--- config.mk ---
export PLATFORM = sky130hd
export DESIGN_NAME = alu_acc
export DESIGN_NICKNAME = d
export VERILOG_FILES = /design/src/rtl/alu_acc.sv
export SDC_FILE = /design/constraint.sdc
export NUM_CORES = 1
export LEC_CHECK = 0
export CELL_PAD_IN_SITES_DETAIL_PLACEMENT = 0
export CELL_PAD_IN_SITES_GLOBAL_PLACEMENT = 1
export CORE_UTILIZATION = 35
export CTS_CLUSTER_DIAMETER = 100
export CTS_CLUSTER_SIZE = 30
export DETAILED_ROUTE_END_ITERATION = 6
export PLACE_DENSITY = 0.68
export SLEW_MARGIN = 10
export SYNTH_ARGS = -nofsm -noshare
export SYNTH_HDL_FRONTEND = slang
export SYNTH_SLANG_ARGS = --single-unit
--- constraint.sdc ---
create_clock -name clock -period 3.9 [get_ports clock]
set_input_delay 0.975 -clock clock [delete_from_list [all_inputs] [get_ports clock]]
set_output_delay 0.975 -clock clock [all_outputs]
set_load 0.02 [all_outputs]
--- src/rtl/alu_acc.sv ---
// alu_acc: accumulator ALU with single-cycle logic/arithmetic ops and
// iterative (one bit per enabled clock) signed multiply and divide.
//
// Ports:
//   clock, reset_n   - rising-edge clock, asynchronous active-low reset
//   enable           - clock enable; all state holds while low
//   start, cmd       - command request and 4-bit opcode
//   operand          - signed second operand
//   acc_out          - signed accumulator
//   busy, done       - multi-cycle op in progress, one-cycle completion pulse
//   zero, neg, ovf, dbz - result flags, updated on each completion
//
// state | meaning
// ------+------------------------------------------------------------
// IDLE  | waiting for a command; single-cycle ops finish here
// ITER  | MUL/DIV in progress, one shift-add/subtract step per edge
module alu_acc #(
  parameter int WIDTH = 16
) (
  input  logic                    clock,
  input  logic                    reset_n,
  input  logic                    enable,
  input  logic                    start,
  input  logic [3:0]              cmd,
  input  logic signed [WIDTH-1:0] operand,
  output logic signed [WIDTH-1:0] acc_out,
  output logic                    busy,
  output logic                    done,
  output logic                    zero,
  output logic                    neg,
  output logic                    ovf,
  output logic                    dbz
);

  localparam int CW = $clog2(WIDTH + 1);
  localparam logic [WIDTH-1:0] MOST_NEG = {1'b1, {(WIDTH-1){1'b0}}};

  typedef enum logic {IDLE, ITER} state_t;

  state_t           state;
  logic             done_r;
  logic [CW-1:0]    cnt;
  logic [WIDTH-1:0] hi;      // MUL: product high half / DIV: remainder
  logic [WIDTH-1:0] lo;      // MUL: multiplier, product low half / DIV: dividend, quotient
  logic [WIDTH-1:0] mcand;   // MUL: multiplicand magnitude / DIV: divisor magnitude
  logic             op_div;
  logic             res_neg; // operand signs differ: negate the magnitude result

  // Single-cycle result
  logic signed [WIDTH-1:0] sc_res;
  logic                    sc_ovf;
  logic                    sc_dbz;
  logic                    sc_iter;

  always_comb begin
    sc_res  = acc_out;
    sc_ovf  = 1'b0;
    sc_dbz  = 1'b0;
    sc_iter = 1'b0;
    case (cmd)
      4'd1: begin
        sc_res = acc_out + operand;
        sc_ovf = (acc_out[WIDTH-1] == operand[WIDTH-1]) && (sc_res[WIDTH-1] != acc_out[WIDTH-1]);
      end
      4'd2: begin
        sc_res = acc_out - operand;
        sc_ovf = (acc_out[WIDTH-1] != operand[WIDTH-1]) && (sc_res[WIDTH-1] != acc_out[WIDTH-1]);
      end
      4'd3: sc_iter = 1'b1;
      4'd4: begin
        if (operand == '0) sc_dbz  = 1'b1;
        else               sc_iter = 1'b1;
      end
      4'd5: begin
        sc_res = -acc_out;
        sc_ovf = (acc_out == MOST_NEG);
      end
      4'd6: sc_res = acc_out & operand;
      4'd7: sc_res = acc_out | operand;
      4'd8: sc_res = acc_out ^ operand;
      4'd9: sc_res = operand;
      default: ;
    endcase
  end

  // Magnitudes; the most-negative value maps to 2^(WIDTH-1), which still fits unsigned.
  logic [WIDTH-1:0] a_mag, b_mag;
  assign a_mag = acc_out[WIDTH-1] ? WIDTH'(-acc_out) : acc_out;
  assign b_mag = operand[WIDTH-1] ? WIDTH'(-operand) : operand;

  // One iteration step
  logic [WIDTH:0]   mul_sum, div_diff;
  logic [WIDTH-1:0] div_shift, hi_nx, lo_nx;

  always_comb begin
    mul_sum   = {1'b0, hi} + (lo[0] ? {1'b0, mcand} : '0);
    div_shift = {hi[WIDTH-2:0], lo[WIDTH-1]};
    div_diff  = {1'b0, div_shift} - {1'b0, mcand};
    if (op_div) begin
      hi_nx = div_diff[WIDTH] ? div_shift : div_diff[WIDTH-1:0];
      lo_nx = {lo[WIDTH-2:0], ~div_diff[WIDTH]};
    end else begin
      hi_nx = mul_sum[WIDTH:1];
      lo_nx = {mul_sum[0], lo[WIDTH-1:1]};
    end
  end

  // Final signed result from the last step
  logic [2*WIDTH-1:0] prod_s;
  logic [WIDTH-1:0]   quo_s;
  logic [WIDTH-1:0]   fin_res;
  logic               fin_ovf;

  always_comb begin
    prod_s = res_neg ? -{hi_nx, lo_nx} : {hi_nx, lo_nx};
    quo_s  = res_neg ? -lo_nx : lo_nx;
    if (op_div) begin
      fin_res = quo_s;
      // only a positive quotient of 2^(WIDTH-1) can fail to fit
      fin_ovf = ~res_neg & lo_nx[WIDTH-1];
    end else begin
      fin_res = prod_s[WIDTH-1:0];
      fin_ovf = ~((&prod_s[2*WIDTH-1:WIDTH-1]) | ~(|prod_s[2*WIDTH-1:WIDTH-1]));
    end
  end

  always_ff @(posedge clock or negedge reset_n) begin
    if (!reset_n) begin
      state   <= IDLE;
      acc_out <= '0;
      busy    <= 1'b0;
      done_r  <= 1'b0;
      zero    <= 1'b1;
      neg     <= 1'b0;
      ovf     <= 1'b0;
      dbz     <= 1'b0;
      cnt     <= '0;
      hi      <= '0;
      lo      <= '0;
      mcand   <= '0;
      op_div  <= 1'b0;
      res_neg <= 1'b0;
    end else begin
      done_r <= 1'b0;
      if (enable) begin
        case (state)
          IDLE: begin
            if (start) begin
              if (sc_iter) begin
                state   <= ITER;
                busy    <= 1'b1;
                cnt     <= '0;
                hi      <= '0;
                op_div  <= (cmd == 4'd4);
                res_neg <= acc_out[WIDTH-1] ^ operand[WIDTH-1];
                lo      <= (cmd == 4'd4) ? a_mag : b_mag;
                mcand   <= (cmd == 4'd4) ? b_mag : a_mag;
              end else begin
                acc_out <= sc_res;
                zero    <= (sc_res == '0);
                neg     <= sc_res[WIDTH-1];
                ovf     <= sc_ovf;
                dbz     <= sc_dbz;
                done_r  <= 1'b1;
              end
            end
          end
          ITER: begin
            hi  <= hi_nx;
            lo  <= lo_nx;
            cnt <= cnt + 1'b1;
            if (cnt == CW'(WIDTH - 1)) begin
              state   <= IDLE;
              busy    <= 1'b0;
              done_r  <= 1'b1;
              acc_out <= fin_res;
              zero    <= (fin_res == '0);
              neg     <= fin_res[WIDTH-1];
              ovf     <= fin_ovf;
              dbz     <= 1'b0;
            end
          end
          default: state <= IDLE;
        endcase
      end
    end
  end

  // done is forced low whenever the block is disabled
  assign done = done_r & enable;

endmodule

# --- Yosys cells after proc, flatten, opt, wreduce, memory -nomap -nowiden ---
# Cells that the tools add are included.
totals:
  reg_bits: 78
  out_inout_bits: 22
  elab_cells: 124
op_classes:
  n_addsub: 9
  eq_ne: 19
  n_mux: 59
  n_bitwise: 12
  n_reduce_logical: 11
ops:
  columns: ["op", "count"]
  rows:
  - ["2-to-1 mux 16 bit", 17]
  - ["case mux 16 bit (7 select lines)", 1]
  - ["case mux 16 bit (2 select lines)", 3]
  - ["zero test 16 bit", 3]
  - ["negator 16 bit", 3]
  - ["2-to-1 mux 32 bit", 1]
  - ["negator 32 bit", 1]
  - ["2-to-1 mux 1 bit", 25]
  - ["adder 16 x 16 -> 17 bit", 1]
  - ["AND reduction 17 bit", 1]
  - ["OR reduction 17 bit", 1]
  - ["subtractor 16 x 16 -> 17 bit", 1]
  - ["adder 16 bit", 1]
  - ["AND 16 bit", 1]
  - ["equality test 16 bit, second input constant", 1]
  - ["equality test 4 x 3 -> 1 bit, second input constant", 4]
  - ["bitwise OR 16 bit", 1]
  - ["case mux 1 bit (2 select lines)", 8]
  - ["subtractor 16 bit", 1]
  - ["bitwise XOR 16 bit", 1]
  - ["AND reduction 4 bit", 3]
  - ["2-to-1 mux 5 bit", 2]
  - ["case mux 5 bit (2 select lines)", 1]
  - ["equality test 4 x 2 -> 1 bit, second input constant", 2]
  - ["15 further kinds", 26]

# --- Longest topological paths before layout ---
logic_depth:
  depth_word: 12
  depth_mapped: 21
  depth_no_buf: 20

# --- Worst setup path before layout ---
# No wires, ideal clock.
synth_timing:
  kind: "register to register"
  start: "reg lo[0]"
  end: "reg ovf"
  setup_time_ps: 136
  t_arrival_ps: 4239
  setup_slack_ps: -475
  stages_incl_launch_ff: 18
  n_path_buf: 1
  cell_sequence: "dfrtp_1 > clkbuf_1 > and2_1 > ha_1 > fa_1 > a21o_1 > a221oi_2 > o211ai_1 > a41oi_1 > mux2_2 > a211o_1 > or4_1 > a211oi_2 > o22ai_2 > a2111oi_2 > nand3_1 > a31oi_1 > o31ai_2"
synth_between:
  elab_chain_cells: 12
  word_cells_on_any_way: 15
  cone_classes: "add/sub: 2; mux: 7; bitwise: 4; reduce/logical: 2"
synth_lines:
  columns: ["item", "line", "text"]
  rows:
  - ["start: declaration", "44", "logic [WIDTH-1:0] lo;"]
  - ["start signal: assignment", "156", "lo <= (cmd == 4'd4) ? a_mag : b_mag;"]
  - ["start signal: assignment", "170", "lo <= lo_nx;"]
  - ["2-to-1 mux 16 bit", "96", "mul_sum = {1'b0, hi} + (lo[0] ? {1'b0, mcand} : '0);"]
  - ["adder 16 x 16 -> 17 bit", "96", null]
  - ["2-to-1 mux 16 bit", "99", "if (op_div) begin"]
  - ["negator 32 bit", "115", "prod_s = res_neg ? -{hi_nx, lo_nx} : {hi_nx, lo_nx};"]
  - ["2-to-1 mux 32 bit", "115", null]
  - ["OR reduction 17 bit", "123", "fin_ovf = ~((&prod_s[2*WIDTH-1:WIDTH-1]) | ~(|prod_s[2*WIDTH-1:WIDTH-1]));"]
  - ["NOT 1 bit", "123", null]
  - ["bitwise OR 1 bit", "123", null]
  - ["NOT 1 bit", "123", null]
  - ["2-to-1 mux 1 bit *", "117", "if (op_div) begin"]
  - ["2-to-1 mux 1 bit *", "172", "if (cnt == CW'(WIDTH - 1)) begin"]
  - ["case mux 1 bit (2 select lines) *", "146", "case (state)"]
  - ["end signal: assignment", "162", "ovf <= sc_ovf;"]
  - ["end signal: assignment", "179", "ovf <= fin_ovf;"]
  - ["end: declaration", "31", "output logic ovf,"]
# Mark *: on every way between the ends. The rest lies on a longest branch, timed or not. The select of a mux whose other input is x is not followed.
# A chain may end at the register's enable or synchronous reset.

# --- Worst setup path after layout ---
# Ends and elaborated chain as after synthesis.

==> metrics.cfg <==
[status]
outcome=complete, but fails checks
violations=setup timing

[critical_path]
cp_num_buf_inv=1
crit_path_end_kind=flip-flop
arrival_ps=4490
worstPathMaxFanout=4
startpoint_type=flip-flop
crit_path_top_delay_cell=or4_4
path_cells=and2_4 -> ha_4 -> fa_2 -> a21o_1 -> a221oi_4 -> o211ai_1 -> a41oi_2 -> mux2_4 -> a211o_1 -> or4_4 -> a211oi_2 -> o22ai_2 -> a2111oi_4 -> nand3_1 -> a31oi_1 -> buf_4 -> o31ai_2
required_ps=4130
crit_family=compound AO/OA/AOI/OAI gates
reg2reg_depth=17
critical_path_depth=17
path_class=flip-flop to flip-flop
slowest_delay_ps=430

[sta]
setup_viol=1
final_hold_viol_count=0
worst_pin_slew_ps=909
rsz0062_at_grt=yes
worst_slack_ps=-362
post-route-min-period_ps=4260
slew_headroom=0.393
max_freq_ghz=0.235
hold-worst-slack_ps=501
maxSlewViolCount=0
fin_skew_ps=11.9
final.period_utilization=1.09

[floorplanning]
start_util=0.355
core_region_area_sq_um=28700
top_level_ports=46
die_x_um=173
dieHeight_um=173
rows=62
die_area_sq_um=29800

[power_and_ir_drop]
switchingPower_uw=6360
vdd_drop_max_mv=0.286
intPower_uw=6710
power.total_uw=13100
switching_share=0.487
p_comb_frac=0.812
p_leak_uw=0.00655
clkPwrFrac=0.070
p_per_area_nw_per_um2=900
power.share.sequential=0.119

[synthesis]
synth_cell_types=102
netlist_top_cells_area=dfrtp_1 (19%), ha_1 (10%), o21ai_0 (6.1%)
synth_nets=1489
synthFlopType=dfrtp_1
ys_seq_area_frac=0.189
synth_edf_count=0
yosysTopAreaCell=dfrtp_1
synth_top_area_share=0.187
ys_ff_latch=77
async_flop_share=1.00
netlist_area_sq_um=10200
ys.warnings.count=0
avgSynthCellArea_sq_um=7.40
syn_inst=1376

[global_routing]
grt_util_met1=0.340
use_met3=0.0158
grt_usage=0.260
met2_usage=0.450
grt-ovfl-total=0
grt_pass1_wl_mm=62.0
busiest_layer=met2
grt_start_max_net_pins=57
grt_pass1_vias=11600
antenna_found_initial=0

[placed_design]
hpwl_mm=31.4
dp_cells=2087
io_buffers=45
gp_congestion=0.926

[clock_tree]
clock-sinks=77
clock-root-buffer=clkbuf_16
clkSlewWorstSetupHoldPaths_ps=60
holdBufCountCts=0
clkLatencyLatePin_ps=350
cts_tree=done
h-tree-depth=3
cts_made_buffers=9
clock_path_buffers=2

[finish]
nets=1843
diodes=0
layout-drive-gt1-share=0.296
fillCellCount=2872
final-instance-count-excl-fill=2119
syn_to_final_growth_pct=42.6
final_util=0.506

[worst_hold_path]
min_path_cells=2
min_path_type=flip-flop to flip-flop

[routing]
routed_wirelength_mm=39.3
drtPass1Iterations=5
ant_nets=0
wl_per_cell_um=18.6
drt_iter0_drc=833
vias=11700
vias_per_cell=5.52
drc=0

[flow_run]
maxCapViolations=0

## flip-flops by register name (all words and copies together) (netlist names), 5 cells and up
name and count:
mcand 16, acc_out 16, cnt 5, hi 16, lo 16
## per-stage QoR
| stage | setup WS (ps) | cell area, sq um | TNS (ps) |
|---|---|---|---|
| floorplan | -387 | 10200 | -387 |
| global placement | -755 | 13700 | -15230 |
| detailed placement | -778 | 13700 | -16620 |
| CTS | -491 | 14200 | -491 |
| global route | -545 | 14500 | -654 |
| finish | -362 | 14500 | -362 |
## power groups by stage
stage               clock network, uW  registers [uW]  logic, uW
finish                            912            1550      10600
global route                      955            1610      11600
CTS                               923            1540      10100
detailed placement                  0            1550       9790
global placement                    0            1540       9690
floorplan                           0            1600       5470
## worst paths after layout
check / start / endpoint / slack (ps)
hold reg to reg: cnt[4]$_DFFE_PN0P_ / cnt[4]$_DFFE_PN0P_ / 500
setup reg to reg: lo[0]$_DFFE_PN0P_ / ovf$_DFFE_PN0P_ / -360
setup / recovery: lo[0]$_DFFE_PN0P_ / ovf$_DFFE_PN0P_ / -360
min in group asynchronous: reset_n / mcand[2]$_DFFE_PN0P_ / 590
hold / removal: cnt[4]$_DFFE_PN0P_ / cnt[4]$_DFFE_PN0P_ / 500
max in group asynchronous: reset_n / lo[13]$_DFFE_PN0P_ / 2500
## cell families (layout without fill, tap and decap cells)
family,count (synthesis),after routing,synth area share
buffers and inverters,157,516,0.0603
XOR/XNOR,76,76,0.0653
flip-flops,77,77,0.189
AND/OR/NAND/NOR,482,482,0.233
AO/OA/AOI/OAI,461,461,0.305
multiplexers,34,34,0.0352
adder cells (fa/ha/maj),89,89,0.112
## cell usage in the layout, fill, tap and decap left out, drive strengths merged, types with 7 or more instances in the layout
cell | synthesis | layout
o21bai | 12 | 12
nor4 | 7 | 7
a22oi | 13 | 13
a211oi | 22 | 22
a21oi | 110 | 110
dfrtp | 76 | 76
ha | 85 | 85
nand4 | 14 | 14
nand3 | 50 | 50
a31oi | 14 | 14
inv | 83 | 83
nor3 | 43 | 43
clkbuf | 59 | 13
nor2b | 12 | 12
o31ai | 14 | 14
mux2 | 12 | 12
o41ai | 8 | 8
a221oi | 7 | 7
o221ai | 7 | 7
o211ai | 29 | 29
nor2 | 127 | 127
and3 | 12 | 12
a221o | 7 | 7
nand2 | 133 | 133
xnor2 | 51 | 51
mux2i | 22 | 22
nand2b | 16 | 16
or3 | 16 | 16
a311oi | 7 | 7
o21ai | 130 | 130
a21o | 13 | 13
clkdlybuf4s50 | 0 | 39
xor2 | 25 | 25
and2 | 23 | 23
o2111ai | 7 | 7
buf | 14 | 374
## per-layer routing
| metal | wire (um) | vias to the layer above |
|---|---|---|
| met4 | 1320 | 0 |
| met3 | 1330 | 68 |
| met5 | 0 | - |
| met2 | 18800 | 281 |
| met1 | 17800 | 5590 |
| li1 | - | 5752 |
## cell type report
class	count	area, sq um	share of cell area
clock buffers	13	270	0.0186
inverters	84	315	0.0217
clock inverters	3	42.5	0.00293
repair buffers	416	3360	0.231
multi-input cells	1142	8130	0.560
flip-flops and latches	77	1930	0.133
well taps	384	480	0.0331
## worst register-to-register path: cells and delay by family, from the launching register on
kind / cells / cell delay (ps)
AND/OR/NAND/NOR: 3 / 730
flip-flops: 1 / 410
AO/OA/AOI/OAI: 10 / 1990
multiplexers: 1 / 340
adder cells (fa/ha/maj): 2 / 520
buffers and inverters: 1 / 150
## repair_timing
action / CTS / global route
endpoints found under the setup margin: 17 / 41
buffers inserted: 11 / 6
endpoints found under the hold margin: 0 / 0
resized for setup: 37 / 67
pin swaps: 30 / 46
## synth_stat cells, types with 25 or more instances
master / number
xnor2_1: 51
dfrtp_1: 76
nand3_1: 49
inv_1: 82
o211ai_1: 29
xor2_1: 25
a21oi_1: 108
nor3_1: 41
nor2_1: 125
o21ai_0: 125
nand2_1: 132
ha_1: 85
clkbuf_1: 59
(Power assumes the default switching activity.)
